`src/rtl/cpu_pkg.sv`:
```
// Shared CPU definitions: branch-select codes, opcode/function-select constants,
// fetch state encoding and the NOP instruction word.
package cpu_pkg;

    localparam logic [2:0] BS_EQ  = 3'b000;
    localparam logic [2:0] BS_NE  = 3'b001;
    localparam logic [2:0] BS_GEZ = 3'b010;
    localparam logic [2:0] BS_LTZ = 3'b011;
    localparam logic [2:0] BS_NB  = 3'b100;

    localparam logic [3:0] OP_ALU  = 4'h0;
    localparam logic [3:0] OP_ADDI = 4'h1;
    localparam logic [3:0] OP_LD   = 4'h2;
    localparam logic [3:0] OP_ST   = 4'h3;
    localparam logic [3:0] OP_BR   = 4'h4;
    localparam logic [3:0] OP_HALT = 4'hF;

    localparam logic [2:0] FS_ADD  = 3'd0;
    localparam logic [2:0] FS_SUB  = 3'd1;
    localparam logic [2:0] FS_AND  = 3'd2;
    localparam logic [2:0] FS_OR   = 3'd3;
    localparam logic [2:0] FS_XOR  = 3'd4;
    localparam logic [2:0] FS_SHL  = 3'd5;
    localparam logic [2:0] FS_SHR  = 3'd6;
    localparam logic [2:0] FS_PASS = 3'd7;

    localparam logic [15:0] NOP_INST = 16'h0000;

    typedef enum logic [1:0] {
        FETCH = 2'd0,
        EXEC  = 2'd1,
        STOP  = 2'd2
    } fetch_state_e;

endpackage

```
`src/rtl/fetch_unit_if.sv`:
```
// Instruction memory request/acknowledge bus between the fetch stage and IMEM.
interface fetch_unit_if #(
    parameter int unsigned PC_W = 8
) ();
    logic [PC_W-1:0] IMEM_ADDR;
    logic            IMEM_REQ;
    logic [15:0]     IMEM_DATA;
    logic            IMEM_ACK;

    modport master (
        output IMEM_ADDR,
        output IMEM_REQ,
        input  IMEM_DATA,
        input  IMEM_ACK
    );

    modport slave (
        input  IMEM_ADDR,
        input  IMEM_REQ,
        output IMEM_DATA,
        output IMEM_ACK
    );
endinterface

```
`src/rtl/fetch_unit_branch_eval.sv`:
```
// Branch condition evaluation and next-PC arithmetic (modulo 2^PC_W).
module branch_eval
    import cpu_pkg::*;
#(
    parameter int unsigned PC_W = 8
) (
    input  logic [2:0]      bs_i,
    input  logic            zero_i,
    input  logic            neg_i,
    input  logic [PC_W-1:0] pc_i,
    input  logic [5:0]      off_i,
    output logic [PC_W-1:0] next_pc_o
);
    logic            taken;
    logic [PC_W-1:0] off_ext;

    always_comb begin
        taken = 1'b0;
        case (bs_i)
            BS_EQ:   taken = zero_i;
            BS_NE:   taken = ~zero_i;
            BS_GEZ:  taken = ~neg_i;
            BS_LTZ:  taken = neg_i;
            default: taken = 1'b0;
        endcase
    end

    assign off_ext   = PC_W'($signed(off_i));
    assign next_pc_o = pc_i + PC_W'(1) + (taken ? off_ext : '0);

endmodule

```
`src/rtl/fetch_unit.sv`:
```
// Fetch/PC sequencing stage: fetches over the IMEM handshake, holds INST for
// execute, and advances the PC or stops on HALT.
module fetch_unit
    import cpu_pkg::*;
#(
    parameter int unsigned    PC_W     = 8,
    parameter logic [PC_W-1:0] RESET_PC = '0
) (
    input  logic            CLK,
    input  logic            RST,
    fetch_unit_if.master    imem,
    output logic [15:0]     INST,
    output logic            INST_VALID,
    output logic            COMMIT,
    input  logic            STALL,
    input  logic [2:0]      BS,
    input  logic [5:0]      OFF,
    input  logic            ZERO,
    input  logic            NEG,
    input  logic            HALT,
    output logic [PC_W-1:0] PC,
    output logic            HALTED
);
    fetch_state_e    state_q, state_d;
    logic [PC_W-1:0] pc_q, pc_d;
    logic [15:0]     inst_q, inst_d;
    logic            req_q, req_d;
    logic            valid_q, valid_d;
    logic            halted_q, halted_d;
    logic [PC_W-1:0] next_pc;

    branch_eval #(
        .PC_W(PC_W)
    ) u_branch_eval (
        .bs_i     (BS),
        .zero_i   (ZERO),
        .neg_i    (NEG),
        .pc_i     (pc_q),
        .off_i    (OFF),
        .next_pc_o(next_pc)
    );

    // req_q is low only in the first FETCH cycle after reset, so an ack
    // left over from before reset is never sampled.
    always_comb begin
        state_d  = state_q;
        pc_d     = pc_q;
        inst_d   = inst_q;
        req_d    = req_q;
        valid_d  = valid_q;
        halted_d = halted_q;
        case (state_q)
            FETCH: begin
                if (!req_q) begin
                    req_d = 1'b1;
                end else if (imem.IMEM_ACK) begin
                    inst_d  = imem.IMEM_DATA;
                    state_d = EXEC;
                    req_d   = 1'b0;
                    valid_d = 1'b1;
                end
            end
            EXEC: begin
                if (!STALL) begin
                    valid_d = 1'b0;
                    if (HALT) begin
                        state_d  = STOP;
                        halted_d = 1'b1;
                    end else begin
                        pc_d    = next_pc;
                        state_d = FETCH;
                        req_d   = 1'b1;
                    end
                end
            end
            STOP: begin
            end
            default: begin
                state_d = FETCH;
                req_d   = 1'b0;
                valid_d = 1'b0;
            end
        endcase
    end

    always_ff @(posedge CLK) begin
        if (RST) begin
            state_q  <= FETCH;
            pc_q     <= RESET_PC;
            inst_q   <= NOP_INST;
            req_q    <= 1'b0;
            valid_q  <= 1'b0;
            halted_q <= 1'b0;
        end else begin
            state_q  <= state_d;
            pc_q     <= pc_d;
            inst_q   <= inst_d;
            req_q    <= req_d;
            valid_q  <= valid_d;
            halted_q <= halted_d;
        end
    end

    assign imem.IMEM_ADDR = pc_q;
    assign imem.IMEM_REQ  = req_q;
    assign INST           = inst_q;
    assign INST_VALID     = valid_q;
    assign COMMIT         = valid_q & ~STALL;
    assign PC             = pc_q;
    assign HALTED         = halted_q;

endmodule

```
`src/flat_wrapper.sv`:
```
// flat-port wrapper written by rule: the top's interface ports become plain ports
module fetch_unit_flat import cpu_pkg::*;
#(
    parameter int unsigned    PC_W     = 8,
    parameter logic [PC_W-1:0] RESET_PC = '0
)
  (CLK, RST, INST, INST_VALID, COMMIT, STALL, BS, OFF, ZERO, NEG, HALT, PC, HALTED, imem_IMEM_ADDR, imem_IMEM_REQ, imem_IMEM_DATA, imem_IMEM_ACK);
  fetch_unit_if #(.PC_W(PC_W)) imem_i ();
  input  logic CLK;
  input  logic RST;
  output logic [15:0] INST;
  output logic INST_VALID;
  output logic COMMIT;
  input  logic STALL;
  input  logic [2:0] BS;
  input  logic [5:0] OFF;
  input  logic ZERO;
  input  logic NEG;
  input  logic HALT;
  output logic [PC_W-1:0] PC;
  output logic HALTED;
  output wire logic [$bits(imem_i.IMEM_ADDR)-1:0] imem_IMEM_ADDR;
  output wire logic [$bits(imem_i.IMEM_REQ)-1:0] imem_IMEM_REQ;
  input wire logic [$bits(imem_i.IMEM_DATA)-1:0] imem_IMEM_DATA;
  input wire logic [$bits(imem_i.IMEM_ACK)-1:0] imem_IMEM_ACK;
  assign imem_IMEM_ADDR = imem_i.IMEM_ADDR;
  assign imem_IMEM_REQ = imem_i.IMEM_REQ;
  assign imem_i.IMEM_DATA = imem_IMEM_DATA;
  assign imem_i.IMEM_ACK = imem_IMEM_ACK;
  fetch_unit #(.PC_W(PC_W), .RESET_PC(RESET_PC)) u_core (.CLK(CLK), .RST(RST), .imem(imem_i), .INST(INST), .INST_VALID(INST_VALID), .COMMIT(COMMIT), .STALL(STALL), .BS(BS), .OFF(OFF), .ZERO(ZERO), .NEG(NEG), .HALT(HALT), .PC(PC), .HALTED(HALTED));
endmodule
```
`config.mk`:
```
export PLATFORM = sky130hd
export DESIGN_NAME = fetch_unit_flat
export DESIGN_NICKNAME = d
export VERILOG_FILES = /design/src/rtl/cpu_pkg.sv /design/src/rtl/fetch_unit_if.sv /design/src/rtl/fetch_unit_branch_eval.sv /design/src/rtl/fetch_unit.sv /design/src/flat_wrapper.sv
export SDC_FILE = /design/constraint.sdc
export NUM_CORES = 1
export LEC_CHECK = 0
export BUFFER_PORTS_ARGS = -buffer_cell sky130_fd_sc_hd__buf_2
export CAP_MARGIN = 10
export CORE_MARGIN = 3
export CORE_UTILIZATION = 46
export DETAILED_ROUTE_END_ITERATION = 10
export GPL_TIMING_DRIVEN = 0
export PLACE_DENSITY = 0.88
export SLEW_MARGIN = 20
export SYNTH_ARGS = -nofsm -noshare
export SYNTH_HDL_FRONTEND = slang
export SYNTH_SLANG_ARGS = --single-unit
export TNS_END_PERCENT = 50
```
`constraint.sdc`:
```
create_clock -name CLK -period 2.6 [get_ports CLK]
set_clock_uncertainty 0.05 [all_clocks]
set_input_delay 0.13 -clock CLK [delete_from_list [all_inputs] [get_ports CLK]]
set_output_delay 0.13 -clock CLK [all_outputs]
set_load 0.1 [all_outputs]
```
==> out/qor.yml, run 1 <==
outcome:
  status: "finished, final reports clean"
drt:
  num_vias: 1508
  route.detailed.drc: 0
  wl_mm: 3.815
  vias_per_cell: 4.880
  wl_per_cell_um: 12.35
  ant_nets: 0
  firstDrtPassIters: 4
  drtIter0Drc: 80
worst_setup_path:
  path_cells: "buf_2, or2_1, nand2_1, xor2_1, nor2_1, and2_1, ha_1, a21oi_1, a21oi_1, and3b_1, mux2i_1, mux2_1"
  max_stage_delay_ns: 0.33
  cp-end-kind: "register"
  cp_max_fo: 6
  cp.arrival_ns: 2.46
  r2r_slack_ns: 0.64
  critical_path_class: "input pin to register"
  slowest_stage: "mux2_1"
  start_kind: "input pin"
  cp.required_ns: 2.79
  crit_top_cell: "a21oi_1"
clock_tree:
  tritoncts: "done"
  clkLatencyLatePin_ns: 0.33
  cts.htree.levels: 1
  cts_sinks: 28
  cts.path.max_buffers: 2
  post_cts_resized: 0
  hold_buffers: 15
  clockRootBuffer: "clkbuf_4"
  post_cts_buffers: 0
  clk_pin_slew_worst_paths_ns: 0.15
  numCtsBuffers: 3
place:
  gp_congestion: 0.8773
  io_buffers: 67
  post-place-ws_ns: -0.01935
  place_inst: 291
  dp_hpwl_mm: 2.637
synthesis:
  ys.warnings.count: 0
  synth_cell_types: 36
  synth_seq_cells: 28
  synth_fp_nets: 222
  ys.flop_type: "dfxtp_1"
  syn_inst: 182
  syn-cell-area_um2: 1453
  syn_area_per_cell_um2: 7.982
  synth-async-reset-ratio_pct: 0
  synth-edff-count: 0
  ys_seq_area_share_pct: 38.59
power:
  p_leak_nw: 0.9769
  ir_drop_mv: 0.4967
  p_per_area_nw_per_um2: 457.9
cells_and_area:
  layout.nets: 309
  area_growth_pct: 38.59
  diodes: 0
  final_cells: 309
  drive_above_1_share_pct: 30.34
sta:
  rsz0062_at_grt: "no"
  slew_headroom_pct: 57.01
  drv_slew: 0
  min_period_over_period_pct: 87.39
  fmax_mhz: 440.1
  hold_viol_final: 0
  setup_violations: 0
  finalWorstSetupSlack_ns: 0.3278
  hold_ws_ns: 0.009316
  tightestPinTransition_ns: 0.6432
  final_period_minus_worst_setup_slack_ns: 2.272
grt:
  antenna_found_initial: 0
  grt_pass1_vias: 1381
  grt-ovfl-total: 0
  grt_pass1_wl_mm: 6.306
  grt.total_usage_pct: 20.01
  grt_max_degree: 15
die:
  start_util_pct: 50.50
  die_h_um: 62.20
  coreArea_um2: 2877
  top_level_ports: 68
  dieWidth_um: 62.20
  die_area_um2: 3868
  rows: 19
min_path:
  hold_class: "input pin to register"
run:
  drv_cap: 0
==> worst max-delay path, delay by kind of cell <==
family / cells / cell delay (ns)
fa+ha+maj: 1 / 0.27
xor+xnor: 1 / 0.06
compound gates: 2 / 0.28
buf+inv: 1 / 0.10
mux: 2 / 0.56
simple gates: 5 / 1.04
==> sequential cells by signal (all words and copies together) (netlist names) <==
register	flops
u_core.INST_VALID	1
u_core.PC	8
u_core.INST	16
u_core.HALTED	1
u_core.state_q	1
u_core.imem.IMEM_REQ	1
==> synthesized netlist by cell type, types with 2 or more instances <==
cell type	instances	area, um2
clkbuf_1	6	22.52
o21ai_0	3	15.01
nand2b_1	3	18.77
nor2_1	11	41.29
a21o_1	3	22.52
xor2_1	3	26.28
dfxtp_1	28	560.5
nand3b_1	6	45.04
inv_1	4	15.01
nand2_1	41	153.9
nand4_1	2	12.51
nor2b_1	3	18.77
and2_1	4	25.02
a211oi_1	3	22.52
nand3_1	3	15.01
ha_1	7	87.58
a21oi_1	26	130.1
buf_4	8	60.06
==> cell usage in the layout, fill, tap and decap left out, types with 2 or more instances in the layout <==
| master | count |
|---|---|
| clkbuf_1 | 6 |
| a21oi_1 | 26 |
| nand4_1 | 2 |
| o21ai_0 | 3 |
| buf_4 | 8 |
| nand2_1 | 41 |
| nand3_1 | 3 |
| buf_2 | 68 |
| ha_1 | 7 |
| dlygate4sd3_1 | 15 |
| nand3b_1 | 6 |
| a211oi_1 | 3 |
| inv_1 | 4 |
| xor2_1 | 3 |
| nor2b_1 | 3 |
| clkbuf_4 | 3 |
| nand2b_1 | 3 |
| nor2_1 | 11 |
| a21o_1 | 3 |
| and2_1 | 4 |
| dfxtp_1 | 28 |
==> logic make-up (layout without fill, tap and decap cells) <==
logic type / after synthesis / in the layout / share of synthesized area, %
and+or+nand+nor: 81 / 81 / 27.65
adders and majority gates: 8 / 8 / 7.407
DFF: 28 / 28 / 38.59
buffers and inverters: 19 / 104 / 7.062
xor gates and xnor gates: 3 / 3 / 1.809
muxes: 2 / 2 / 1.464
AOI/OAI and AO/OA: 41 / 41 / 16.02
==> metal layers <==
layer / global-route usage [%] / up-vias / routed length, um
li1: - / 784 / -
met1: 24.69 / 673 / 1672
met2: 35.22 / 45 / 1878
met3: 4.324 / 6 / 204
met4: 5.249 / 0 / 59
met5: 0 / - / 0
==> worst paths after layout <==
check	start	end	cells after the start
setup / recovery	BS[1]	u_core.PC[7]$_SDFFE_PP0P_	12
hold / removal	imem_IMEM_DATA[8]	u_core.INST[8]$_SDFFE_PP0P_	3
setup reg to reg	u_core.INST_VALID$_SDFFE_PP0P_	u_core.PC[7]$_SDFFE_PP0P_	6
hold reg to reg	u_core.INST[4]$_SDFFE_PP0P_	u_core.INST[4]$_SDFFE_PP0P_	2
==> cell type report <==
| cell class | instances | area, um2 |
|---|---|---|
| Fill cell | 251 | 863.3 |
| Multi-Input combinational cell | 135 | 789.5 |
| Sequential cell | 28 | 560.5 |
| Timing Repair Buffer | 82 | 485.5 |
| Buffer | 15 | 87.58 |
| Tap cell | 42 | 52.55 |
| Clock buffer | 3 | 22.52 |
| Inverter | 4 | 15.01 |
==> power by group <==
group	leakage, nW	internal, mW	switching (mW)
clock network	0.0138	0.0544	0.124
logic	0.735	0.0760	0.210
registers	0.228	0.447	0.0104
total	0.977	0.577	0.345
==> metrics by stage <==
| step | setup TNS (ns) | utilization (%) | power, mW | instance area [um2] |
|---|---|---|---|---|
| floorplan | 0 | - | 0.6726 | 1453 |
| global placement | 0 | 63.98 | 0.7292 | 1841 |
| detailed placement | -0.01935 | 63.98 | 0.7334 | 1841 |
| CTS | 0 | 69.99 | 0.9189 | 2013 |
| global route | 0 | 69.99 | 0.9601 | 2013 |
| finish | 0 | 69.99 | 0.9218 | 2013 |
(Power assumes the default switching activity.)
==> run 2, diff against run 1 <==
--- a/config.mk
+++ b/config.mk
@@ -8,10 +8,12 @@
 export BUFFER_PORTS_ARGS = -buffer_cell sky130_fd_sc_hd__buf_2
 export CAP_MARGIN = 10
 export CORE_MARGIN = 3
-export CORE_UTILIZATION = 46
+export CORE_UTILIZATION = 48
+export CTS_BUF_LIST = sky130_fd_sc_hd__clkbuf_4
 export DETAILED_ROUTE_END_ITERATION = 10
+export GPL_ROUTABILITY_DRIVEN = 0
 export GPL_TIMING_DRIVEN = 0
-export PLACE_DENSITY = 0.88
+export PLACE_DENSITY = 0.91
 export SLEW_MARGIN = 20
 export SYNTH_ARGS = -nofsm -noshare
 export SYNTH_HDL_FRONTEND = slang
==> out/qor.yml, run 2 (synthesis gave the netlist of run 1 again) <==
sta:
  setup_violations: 0
  final_period_minus_worst_setup_slack_ns: 2.268
  slew_headroom_pct: 57.00
  fmax_mhz: 441.0
  drv_slew: 0
  hold_viol_final: 0
  tightestPinTransition_ns: 0.6433
  rsz0062_at_grt: "no"
  min_period_over_period_pct: 87.22
  finalSetupTns_ns: 0
power:
  p_per_area_nw_per_um2: 459.7
  power_mw: 0.9255
  p_leak_nw: 0.9826
  ir_drop_mv: 0.4976
place:
  io_buffers: 67
  place_inst: 280
  dp_hpwl_mm: 2.742
  placed_area_um2: 1827
worst_setup_path:
  start_kind: "input pin"
  cp.required_ns: 2.78
  cp.arrival_ns: 2.44
  cp-end-kind: "register"
  cp-startpoint: "BS[1]"
  r2r_slack_ns: 0.62
  reg2regPathDepth: 6
  r2r-start: "u_core.INST_VALID$_SDFFE_PP0P_"
  cp_max_fo: 6
  critical_path_class: "input pin to register"
clock_tree:
  cts.path.max_buffers: 2
  tritoncts: "done"
  clkLatencyLatePin_ns: 0.32
  post_cts_resized: 0
  numCtsBuffers: 3
  cts_sinks: 28
  cts.htree.levels: 1
  clockRootBuffer: "clkbuf_4"
  hold_buffers: 16
  clk_pin_slew_worst_paths_ns: 0.14
  post_cts_buffers: 0
cells_and_area:
  layout.nets: 310
  drive_above_1_share_pct: 30.11
  final_cells: 300
  area_growth_pct: 38.59
  final_common_cell: "buf_2"
  postLayoutCellArea_um2: 2013
  largest_reg_flops: 16
  post-route-util_pct: 71.16
  fill_cells: 229
  layout_common_cells: "buf_2 (68), nand2_1 (41), dfxtp_1 (28)"
  diodes: 0
min_path:
  hold_class: "input pin to register"
  min_from: "STALL"
  hold_depth: 3
outcome:
  status: "finished, final reports clean"
grt:
  grt-ovfl-total: 0
  grt_max_degree: 16
  grt.total_usage_pct: 20.62
  antenna_found_initial: 0
  grt_pass1_vias: 1389
  grt_pass1_wl_mm: 5.858
drt:
  drtIter0Drc: 71
  wl_mm: 3.910
  vias_per_cell: 5.187
  ant_nets: 0
  num_vias: 1556
  wl_per_cell_um: 13.03
  route.detailed.drc: 0
  firstDrtPassIters: 4
die:
  die_h_um: 61.01
  dieWidth_um: 61.01
  coreArea_um2: 2829
  start_util_pct: 51.35
  rows: 19
  die_area_um2: 3722
  top_level_ports: 68
run:
  drv_cap: 0
## run 2: changes by cell type in the layout (fill, tap and decap cells not counted), sizes merged
cell	change
dlygate4sd3	+1
clkinv	+1
## run 2: final timing paths
| check | end |
|---|---|
| hold reg to reg | u_core.INST[10]$_SDFFE_PP0P_ |
| setup / recovery | u_core.PC[7]$_SDFFE_PP0P_ |
| hold / removal | u_core.INST_VALID$_SDFFE_PP0P_ |
| setup reg to reg | u_core.PC[7]$_SDFFE_PP0P_ |
## run 2: layer usage
| layer | up-vias | wire, um | track usage (%) |
|---|---|---|---|
| met5 | - | 0 | 0 |
| met4 | 0 | 40 | 5.263 |
| met3 | 4 | 210 | 5.031 |
| li1 | 789 | - | - |
| met2 | 52 | 2082 | 35.57 |
| met1 | 711 | 1577 | 25.92 |
## run 2: critical path, cell delays in order
cell	delay [ns]
buf_2	0.10
or2_1	0.25
nand2_1	0.08
xor2_1	0.06
nor2_1	0.31
and2_1	0.19
ha_1	0.27
a21oi_1	0.20
a21oi_1	0.08
and3b_1	0.22
mux2i_1	0.21
mux2_1	0.33
## run 2: layout make-up
type	count	area, um2	share of cell area, %
Sequential cell	28	560.5	27.84
Inverter	4	15.01	0.7458
Tap cell	31	38.79	1.927
Timing Repair Buffer	83	495.5	24.61
Multi-Input combinational cell	135	789.5	39.22
Clock buffer	3	22.52	1.119
Clock inverter	1	3.754	0.1865
Buffer	15	87.58	4.351
## run 2: where the power goes
part           internal, mW  switching, mW  leakage (nW)  total, mW
clock                0.0563          0.122        0.0154      0.179
sequential            0.447         0.0119         0.228      0.459
combinational        0.0770          0.211         0.740      0.288
total                 0.580          0.346         0.983      0.925
## run 2: per-stage QoR
step	setup WS, ns	hold WS [ns]
floorplan	0.06959	0.2160
global placement	0.01531	0.3203
detailed placement	-0.001648	0.3268
CTS	0.3273	0.04048
global route	0.1489	0.06123
finish	0.3324	0.04485
